==> config.mk <==
export PLATFORM = sky130hd
export DESIGN_NAME = regfile_port_ctrl
export DESIGN_NICKNAME = d
export VERILOG_FILES = /design/src/rtl/regfile_port_ctrl.sv
export SDC_FILE = /design/constraint.sdc
export NUM_CORES = 1
export LEC_CHECK = 0
export CAP_MARGIN = 20
export CORE_AREA = 2 2 92 94
export DETAILED_ROUTE_END_ITERATION = 12
export DIE_AREA = 0 0 94 96
export HOLD_SLACK_MARGIN = 0.1
export MAX_ROUTING_LAYER = met4
export PLACE_DENSITY_LB_ADDON = 0.08
export SLEW_MARGIN = 20
export SYNTH_ARGS = -nofsm -noshare
export SYNTH_HDL_FRONTEND = slang
export SYNTH_SLANG_ARGS = --single-unit
==> constraint.sdc <==
create_clock -name clk -period 9.25 [get_ports clk]
set_clock_uncertainty 0.05 [all_clocks]
set_input_delay 2.775 -clock clk [delete_from_list [all_inputs] [get_ports clk]]
set_output_delay 2.775 -clock clk [all_outputs]
set_load 0.05 [all_outputs]
==> src/rtl/regfile_port_ctrl.sv <==
// regfile_port_ctrl: clears the register file after reset, then shares its write port
// and read port 1 between core writeback and a debug req/ack channel.
module regfile_port_ctrl #(
  parameter int DBITS = 32,
  parameter int ABITS = 4,
  parameter int WORDS = 1 << ABITS
) (
  input  logic             clk,
  input  logic             rst_n,
  input  logic             core_wr_en,
  input  logic [ABITS-1:0] core_wr_idx,
  input  logic [DBITS-1:0] core_wr_data,
  input  logic [ABITS-1:0] core_rd_idx1,
  output logic             core_stall,
  input  logic             dbg_req,
  input  logic             dbg_we,
  input  logic [ABITS-1:0] dbg_idx,
  input  logic [DBITS-1:0] dbg_wdata,
  output logic             dbg_ack,
  output logic [DBITS-1:0] dbg_rdata,
  output logic             init_done,
  output logic             rf_wrtEn,
  output logic [ABITS-1:0] rf_wrtInd,
  output logic [DBITS-1:0] rf_dIn,
  output logic [ABITS-1:0] rf_rdInd1,
  input  logic [DBITS-1:0] rf_dOut1
);
  typedef enum logic [2:0] {INIT, IDLE, DBG_WR, DBG_RD, WAIT_REL} state_t;
  state_t state;
  logic [ABITS-1:0] cnt, lidx;
  logic [DBITS-1:0] ldata;
  assign core_stall = state == INIT || state == DBG_WR || state == DBG_RD;
  // Core writeback passes straight through whenever the controller does not own the port.
  always_comb begin
    rf_wrtEn  = rst_n && (state == INIT || state == DBG_WR || (!core_stall && core_wr_en));
    rf_wrtInd = state == INIT ? cnt : state == DBG_WR ? lidx : core_wr_idx;
    rf_dIn    = state == INIT ? '0 : state == DBG_WR ? ldata : core_wr_data;
    rf_rdInd1 = state == DBG_RD ? lidx : core_rd_idx1;
  end
  always_ff @(posedge clk) begin
    if (!rst_n) begin
      state     <= INIT;
      cnt       <= '0;
      dbg_ack   <= 1'b0;
      dbg_rdata <= '0;
      init_done <= 1'b0;
    end else begin
      dbg_ack <= 1'b0;
      case (state)
        INIT: begin
          cnt <= cnt + 1'b1;
          if (cnt == ABITS'(WORDS - 1)) begin
            state     <= IDLE;
            init_done <= 1'b1;
          end
        end
        IDLE: if (dbg_req && !core_wr_en) begin
          lidx  <= dbg_idx;
          ldata <= dbg_wdata;
          state <= dbg_we ? DBG_WR : DBG_RD;
        end
        DBG_WR: begin
          dbg_ack <= 1'b1;
          state   <= WAIT_REL;
        end
        DBG_RD: begin
          dbg_ack   <= 1'b1;
          dbg_rdata <= rf_dOut1;
          state     <= WAIT_REL;
        end
        WAIT_REL: if (!dbg_req) state <= IDLE;
        default: state <= INIT;
      endcase
    end
  end
endmodule

---- Word level (Yosys, flattened, before mapping) ----
Index checks and enable logic that the tools add are counted.
word-level totals
  input bits .............................. 113
  register bits after elaboration ......... 77
operators by class
  mux-type cells .......................... 11
  add/subtract/negate cells ............... 1
  reductions and logical operators ........ 13
  eq/ne operators ......................... 8
operator list
  cell                                                                      number
  32-bit two-way mux                                                        2
  4-bit two-way mux                                                         3
  3-bit one-hot mux with 4 select lines                                     1
  3-bit two-way mux                                                         3
  3-bit by 2-bit == test with 1-bit output (second input constant)          2
  3-bit AND reduction                                                       2
  4-bit by 1-bit adder with 4-bit output (second input constant)            1
  4-bit == test (second input constant)                                     1
  2-bit inequality test (second input constant)                             2
  3-bit by 1-bit == test with 1-bit output (second input constant)          1
  3-bit == test (second input constant)                                     1
  1-bit logical AND                                                         3
  3-bit logical NOT                                                         1
  1-bit logical OR                                                          3
  1-bit logical NOT                                                         2
  1-bit two-way mux                                                         2
  2-bit by 1-bit inequality test with 1-bit output (second input constant)  1
  2-bit AND reduction                                                       1
  2-bit OR reduction                                                        1

---- Logic depth before layout (Yosys ltp) ----
Gate-level depths: netlist (run 1).
  depth in word-level cells ............... 7
  mapped depth ............................ 6
  gate-level depth less buffers ........... 4

---- Worst setup path before layout (run 1) ----
OpenSTA, ideal clock, no wires.
  path type ............................... input-to-output
  from .................................... input rst_n
  to ...................................... output rf_wrtEn
  slack ................................... 2.645 ns
  stages .................................. 3
  arrival ................................. 3.780 ns
  path buffers ............................ 1
  path through ............................ inv_1 > clkbuf_1 > a21oi_1
between the ends
  word-level cells in the longest chain between the ends .. 1
ends and longest elaborated chain
  item               line  source
  from (decl)        9     input logic rst_n,
  1-bit logical AND  35    rf_wrtEn = rst_n && (state == INIT || state == DBG_WR || (!core_stall && core_wr_en));
  to (decl)          22    output logic rf_wrtEn,
Every way passes these cells.

---- Final worst setup path (run 1) ----
Same ends and word-level chain as after synthesis.

==> impl_results.md, run 1 <==
- Cts hold-fix bufs: 0
- Later-pin clock latency in the skew report: 340 ps
- CP Launch Type: input pin
- Core Area: 8051 µm²
- Met2 wire len: 4.236 mm
- Unrepaired setup endpoints after global routing: false
- Wirelength per Cell: 15.21 µm
- CTS tree: built
- Fmax: 133.6 MHz
- Final hold vios: 0
- Post-synth top flop: dfxtp_1
- Initial drt markers: 72
- Clock Sink Count: 77
- Die Wd: 94 µm
- Grt ovf: 0
- Path depth of the worst reg2reg path: 3
- Synth top area share: 0.3429
- Leak pwr: 1.814 nW
- Post-Synthesis Cells: 300
- Critical Path, Cell by Cell: clkdlybuf4s50_1 -> inv_2 -> a21oi_1 -> clkdlybuf4s50_1
- CTS Buf Count: 9
- Drt pass-1 iters: 4
- Synth Cell Area: 3153 µm²
- Critical setup path kind: in -> out
- H-tree levels: 3
- NumNets Final: 594
- Status: finished, final reports clean
- Worst hold path stage count: 2
- RD Place Congestion: 0.8361
- HPWL Detailed: 6.422 mm
- Least-Margin Pin Slew: 872.7 ps
- Syn avg cell area: 10.51 µm²
- Final Cycle Share: 0.8093
- Post-route ant nets: 0
- # DRC: 0
- Ys async rst share: 0
- Min-delay worst type: reg -> reg
- Slowest stage cell, crit path: clkdlybuf4s50_1
- Num rows: 33
- Fin Hold WS: 404.8 ps
- Area Overhead vs Synth: 66.90%
- Setup crit end kind: primary output
- Vias per Instance: 4.815
- Slew headroom: 0.4174
- Post-route core utilization: 0.6536
- Arr. time, crit path: 4660 ps
- I/O Buffers: 188
- Initial Util: 0.3916
- Largest net degree at the start of global routing: 48
- Distinct cell type count after synthesis: 33
- PwrDens: 135.6 nW/µm²
- Cell with the most instances after synthesis: nand2_1
- Share of cells above drive strength 1: 0.05155
- Peak per-stage delay on the critical path: 820 ps
- First-pass GRT wire length: 13.21 mm
- Met3 wire length: 771 µm
- Crit path required time: 6430 ps
- Vias: 2841
- Max Root-Sink Buffers: 2
- Post-synthesis sequential area ratio: 0.6032
- #FFs+latches synth: 77
- Vias in the first global route: 2656
- Min Tclk post-route: 7486 ps
- Highest metal used: met4
- Ant. Diodes: 0
- Antenna violations before repair: 0
- Routed WL: 8.974 mm
- Post-CTS Setup Repair Bufs: 0
- Total negative slack: 0 ps
- Slack of the critical path: 1764 ps
- Die area: 9024 µm²
- Total GRT Usage: 0.2003
- Place WS: 1751 ps
- Chip height: 96 µm
- CP dominant cell by count: clkdlybuf4s50_1
- Max Cap Viol: 0
- Synth area leader: edfxtp_1
- Number of I/O pins: 189
- Area contributors post-synth: edfxtp_1 34%, dfxtp_1 26%, nand2_1 11%
- Crit-path max FO: 39
- Final Setup Violations: 0
- Number of flops mapped to enable cells by yosys: 36
- Wl on met1: 3.841 mm
- Max IR drop VDD: 0.09299 mV
- Commonest cells in the netlist: 95 x nand2_1, 41 x dfxtp_1, 36 x edfxtp_1
- Fin. max-slew vios: 0
- Clock transition at the registers of the reported paths: 80 ps
- YS warnings: 0
- Post-CTS sizing: 0
- CTS root buffer: clkbuf_8
- Synthesized Nets: 414
==> metrics by stage <==
step / instances / power, mW / area [µm²]
3_3_place_gp: 574 / 0.4340 / 5027
5_1_grt: 590 / 0.7392 / 5263
6_report: 590 / 0.7135 / 5263
3_5_place_dp: 574 / 0.4349 / 5027
2_1_floorplan: 300 / 0.3811 / 3153
4_1_cts: 590 / 0.7208 / 5263
==> kinds of logic (layout without fill, tap and decap cells) <==
group / Yosys count / count (layout) / share of synthesized area
AOI/OAI and AO/OA: 73 / 73 / 0.1500
xor gates and xnor gates: 2 / 2 / 0.005557
adders and majority gates: 1 / 1 / 0.003968
buffers and inverters: 23 / 208 / 0.05397
DFF: 77 / 77 / 0.6032
muxes: 6 / 6 / 0.01905
and+or+nand+nor: 118 / 118 / 0.1643
==> cells in the final DEF (no fill, tap or decap), types with 2 or more instances in the layout <==
| master | count |
|---|---|
| a21oi_1 | 33 |
| a22o_1 | 26 |
| and3b_1 | 2 |
| buf_4 | 3 |
| clkbuf_16 | 2 |
| clkbuf_8 | 10 |
| clkdlybuf4s50_1 | 188 |
| dfxtp_1 | 41 |
| edfxtp_1 | 36 |
| mux2i_1 | 6 |
| nand2_1 | 95 |
| nor2_1 | 8 |
| o21ai_0 | 9 |
| xnor2_1 | 2 |
==> layout make-up <==
class	instances	area, µm²
clock buffers	14	200.2
clock inverters	2	35.03
fillers	670	2789
inverters	1	3.754
multi-input cells	200	1086
flip-flops and latches	77	1902
well taps	105	131.4
repair buffers	191	1904
==> state kept, by name, indices dropped and copies added (netlist names) <==
register   flops
state          3
lidx           4
cnt            4
dbg_rdata     32
dbg_ack        1
ldata         32
init_done      1
==> per-layer routing <==
layer  up-vias  track usage
met1      1295       0.2472
met4         0      0.07609
met5         -            -
met2       131       0.3125
met3        11      0.06030
li1       1404            -
==> power breakdown <==
| group | internal, mW | switching [mW] |
|---|---|---|
| combinational | 0.0476 | 0.0214 |
| sequential | 0.357 | 0.00155 |
| clock | 0.169 | 0.118 |
==> worst paths after layout <==
kind	from	slack, ps	end
worst max register to register	state[1]	6940	dbg_rdata[19]
worst min-delay path	dbg_rdata[13]	400	dbg_rdata[13]
worst max-delay path	rst_n	1760	rf_wrtEn
worst min register to register	dbg_rdata[13]	400	dbg_rdata[13]
==> critical path, delay by kind of cell <==
kind / cells / cell delay [ps]
buffers and inverters: 3 / 1660
AOI/OAI and AO/OA: 1 / 220
(Power assumes the default switching activity.)
==> run 2, diff against run 1 <==
--- a/config.mk
+++ b/config.mk
@@ -6,9 +6,9 @@
 export NUM_CORES = 1
 export LEC_CHECK = 0
 export CAP_MARGIN = 20
-export CORE_AREA = 2 2 92 94
+export CORE_AREA = 2 2 100 102
 export DETAILED_ROUTE_END_ITERATION = 12
-export DIE_AREA = 0 0 94 96
+export DIE_AREA = 0 0 102 104
 export HOLD_SLACK_MARGIN = 0.1
 export MAX_ROUTING_LAYER = met4
 export PLACE_DENSITY_LB_ADDON = 0.08
==> constraint.sdc (replaced) <==
create_clock -name clk -period 6.05 [get_ports clk]
set_clock_uncertainty 0.05 [all_clocks]
set_input_delay 1.815 -clock clk [delete_from_list [all_inputs] [get_ports clk]]
set_output_delay 1.815 -clock clk [all_outputs]
set_load 0.05 [all_outputs]
==> run 2 against run 1 <==
  * Via count about the same
  * Critical endpoint is now rf_rdInd1[0]
  * Highest routed layer unchanged
  * Largest cell class unchanged
  * Register-to-register slack got worse by 3300 ps
  * Cell count is 5.1% higher
==> impl_results.md, run 2 (synthesis gave the netlist of run 1 again) <==
- Status: finished, final reports clean
- Ant. Diodes: 0 (unchanged)
- Min-delay worst type: reg -> reg
- Arr. time, crit path: 3300 ps (-1360 ps)
- # placed instances: 604 (+5.2%)
- Biggest regs: dbg_rdata (32), ldata (32)
- Critical Path, Cell by Cell: clkdlybuf4s50_1 -> nand2_1 -> nand2_1 -> clkdlybuf4s50_1
- Crit-path max FO: 1 (-97%)
- # DRC: 0 (unchanged)
- Initial Util: 0.3302 (-0.06142)
- Leading cell type in the layout, fill and taps excluded: clkdlybuf4s50_1
- HPWL Detailed: 6.589 mm (+2.6%)
- Num rows: 36 (+9.1%)
- Total GRT Usage: 0.1715 (-0.02880)
- Peak per-stage delay on the critical path: 840 ps (+20 ps)
- Fin cells: 620 (+5.1%)
- Later-pin clock latency in the skew report: 340 ps (about the same)
- CTS tree: built
- Clock transition at the registers of the reported paths: 80 ps (about the same)
- I/O Buffers: 188 (unchanged)
- Slowest stage cell, crit path: clkdlybuf4s50_1
- Largest net degree at the start of global routing: 48 (unchanged)
- Fin Hold WS: 404.3 ps (-0.5320 ps)
- NumNets Final: 596 (+0.34%)
- Most frequent cells in the layout: 187 x clkdlybuf4s50_1, 95 x nand2_1, 41 x dfxtp_1
- H-tree levels: 3 (unchanged)
- Critical path's top delay family: buffers and inverters
- Share of cells above drive strength 1: 0.05544 (+0.003895)
- CTS root buffer: clkbuf_8
- Clock Sink Count: 77 (unchanged)
- Sw Pwr: 0.2242 mW (+59%)
- PwrDens: 202.0 nW/µm² (+49%)
- Vias per Instance: 4.579 (-4.9%)
- Total negative slack: 0 ps (unchanged)
- Cell-internal power: 0.8450 mW (+47%)
- Post-CTS sizing: 0 (unchanged)
- CTS Buf Count: 9 (unchanged)
- Chip height: 104 µm (+8.3%)
- Routed WL: 9.052 mm (+0.87%)
- Area after DPL: 5075 µm² (+0.95%)
- Max Cap Viol: 0 (unchanged)
- Crit path required time: 4180 ps (-2250 ps)
- Logic pwr share: 0.100 (+0.003)
- Fin. max-slew vios: 0 (unchanged)
- Post-CTS Setup Repair Bufs: 0 (unchanged)
- Slew headroom: 0.4368 (+0.01933)
- Wirelength per Cell: 14.60 µm (-4.0%)
- Area Overhead vs Synth: 67.86%
- Core Area: 9549 µm² (+19%)
- RD Place Congestion: 0.7694 (-8.0%)
- Die area: 10610 µm² (+18%)
- Slack of the critical path: 884.5 ps (-879.9 ps)
- Final Cycle Share: 0.8538
- Critical setup path kind: in -> out
- Place WS: 875.1 ps (-875.7 ps)
- First-pass GRT wire length: 13.72 mm (+3.9%)
- Vias: 2839 (-0.070%)
- Final Setup Violations: 0 (unchanged)
- Final Cell Area: 5293 µm² (+0.57%)
- Antenna violations before repair: 0 (unchanged)
- Max Root-Sink Buffers: 2 (unchanged)
- Sw Share: 0.2097 (+0.01268)
- Number of I/O pins: 189 (unchanged)
- Max IR drop VDD: 0.09077 mV (-2.4%)
- Fillers: 874 (+30%)
- Setup crit end kind: primary output
- Fmax: 193.6 MHz
- Post-route ant nets: 0 (unchanged)
- Initial drt markers: 93 (+29%)
- Vias in the first global route: 2652 (-0.15%)
- Least-Margin Pin Slew: 843.7 ps (-28.96 ps)
- Buf+Inv Stages, Crit Path: 2 (-1)
- Leak pwr: 1.816 nW (+0.13%)
- Min Tclk post-route: 5166 ps
- Grt ovf: 0 (unchanged)
- Drt pass-1 iters: 4 (unchanged)
- Worst R2R Setup Slack: 3670 ps (-3270 ps)
- Unrepaired setup endpoints after global routing: false
- Final hold vios: 0 (unchanged)
- Die Wd: 102 µm (+8.5%)
- CP Launch Type: input pin
- Clock share of power: 0.388 (-0.013)
- Register share of total power: 0.512 (+0.010)
- Cts hold-fix bufs: 0 (unchanged)
-- run 2: through the flow --
stage | util | power [mW]
floorplan | - | 0.5826
global placement | 0.5314 | 0.6644
detailed placement | 0.5314 | 0.6660
CTS | 0.5542 | 1.088
global route | 0.5542 | 1.111
finish | 0.5542 | 1.069
-- run 2: area by class of cell --
type	count	area [µm²]	area share
inverter	1	3.754	0.0007092
clock buffer	11	162.7	0.03073
clock inverter	5	55.05	0.01040
tap	133	166.4	0.03144
multi-input combinational	200	1086	0.2052
sequential	77	1902	0.3593
timing repair buffer	193	1917	0.3622
-- run 2: power by group through the flow --
| stage | Sequential (mW) | Combinational [mW] | Clock, mW |
|---|---|---|---|
| 6_report | 0.547 | 0.106 | 0.415 |
| 5_1_grt | 0.548 | 0.113 | 0.450 |
| 4_1_cts | 0.547 | 0.107 | 0.433 |
| 3_5_place_dp | 0.559 | 0.106 | 0 |
| 3_3_place_gp | 0.559 | 0.105 | 0 |
| 2_1_floorplan | 0.559 | 0.0236 | 0 |
-- run 2: path summary, 6_finish.rpt --
path | cells past startpoint | from | end
setup reg to reg | 4 | state[1] | dbg_rdata[13]
hold reg to reg | 2 | dbg_rdata[21] | dbg_rdata[21]
setup / recovery | 4 | core_rd_idx1[0] | rf_rdInd1[0]
hold / removal | 2 | dbg_rdata[21] | dbg_rdata[21]
-- run 2: metal layers --
| metal | track usage | up-vias | share of wire |
|---|---|---|---|
| li1 | - | 1412 | - |
| met1 | 0.2238 | 1277 | 0.45 |
| met2 | 0.2552 | 136 | 0.45 |
| met3 | 0.04704 | 14 | 0.091 |
| met4 | 0.06190 | 0 | 0.013 |
| met5 | - | - | 0 |
-- run 2: worst min-delay path: cells and delay by family, from the launching register on --
kind	cells	cell delay, ps
flip-flops	1	310
AND/OR/NAND/NOR	1	50
AO/OA/AOI/OAI	1	50
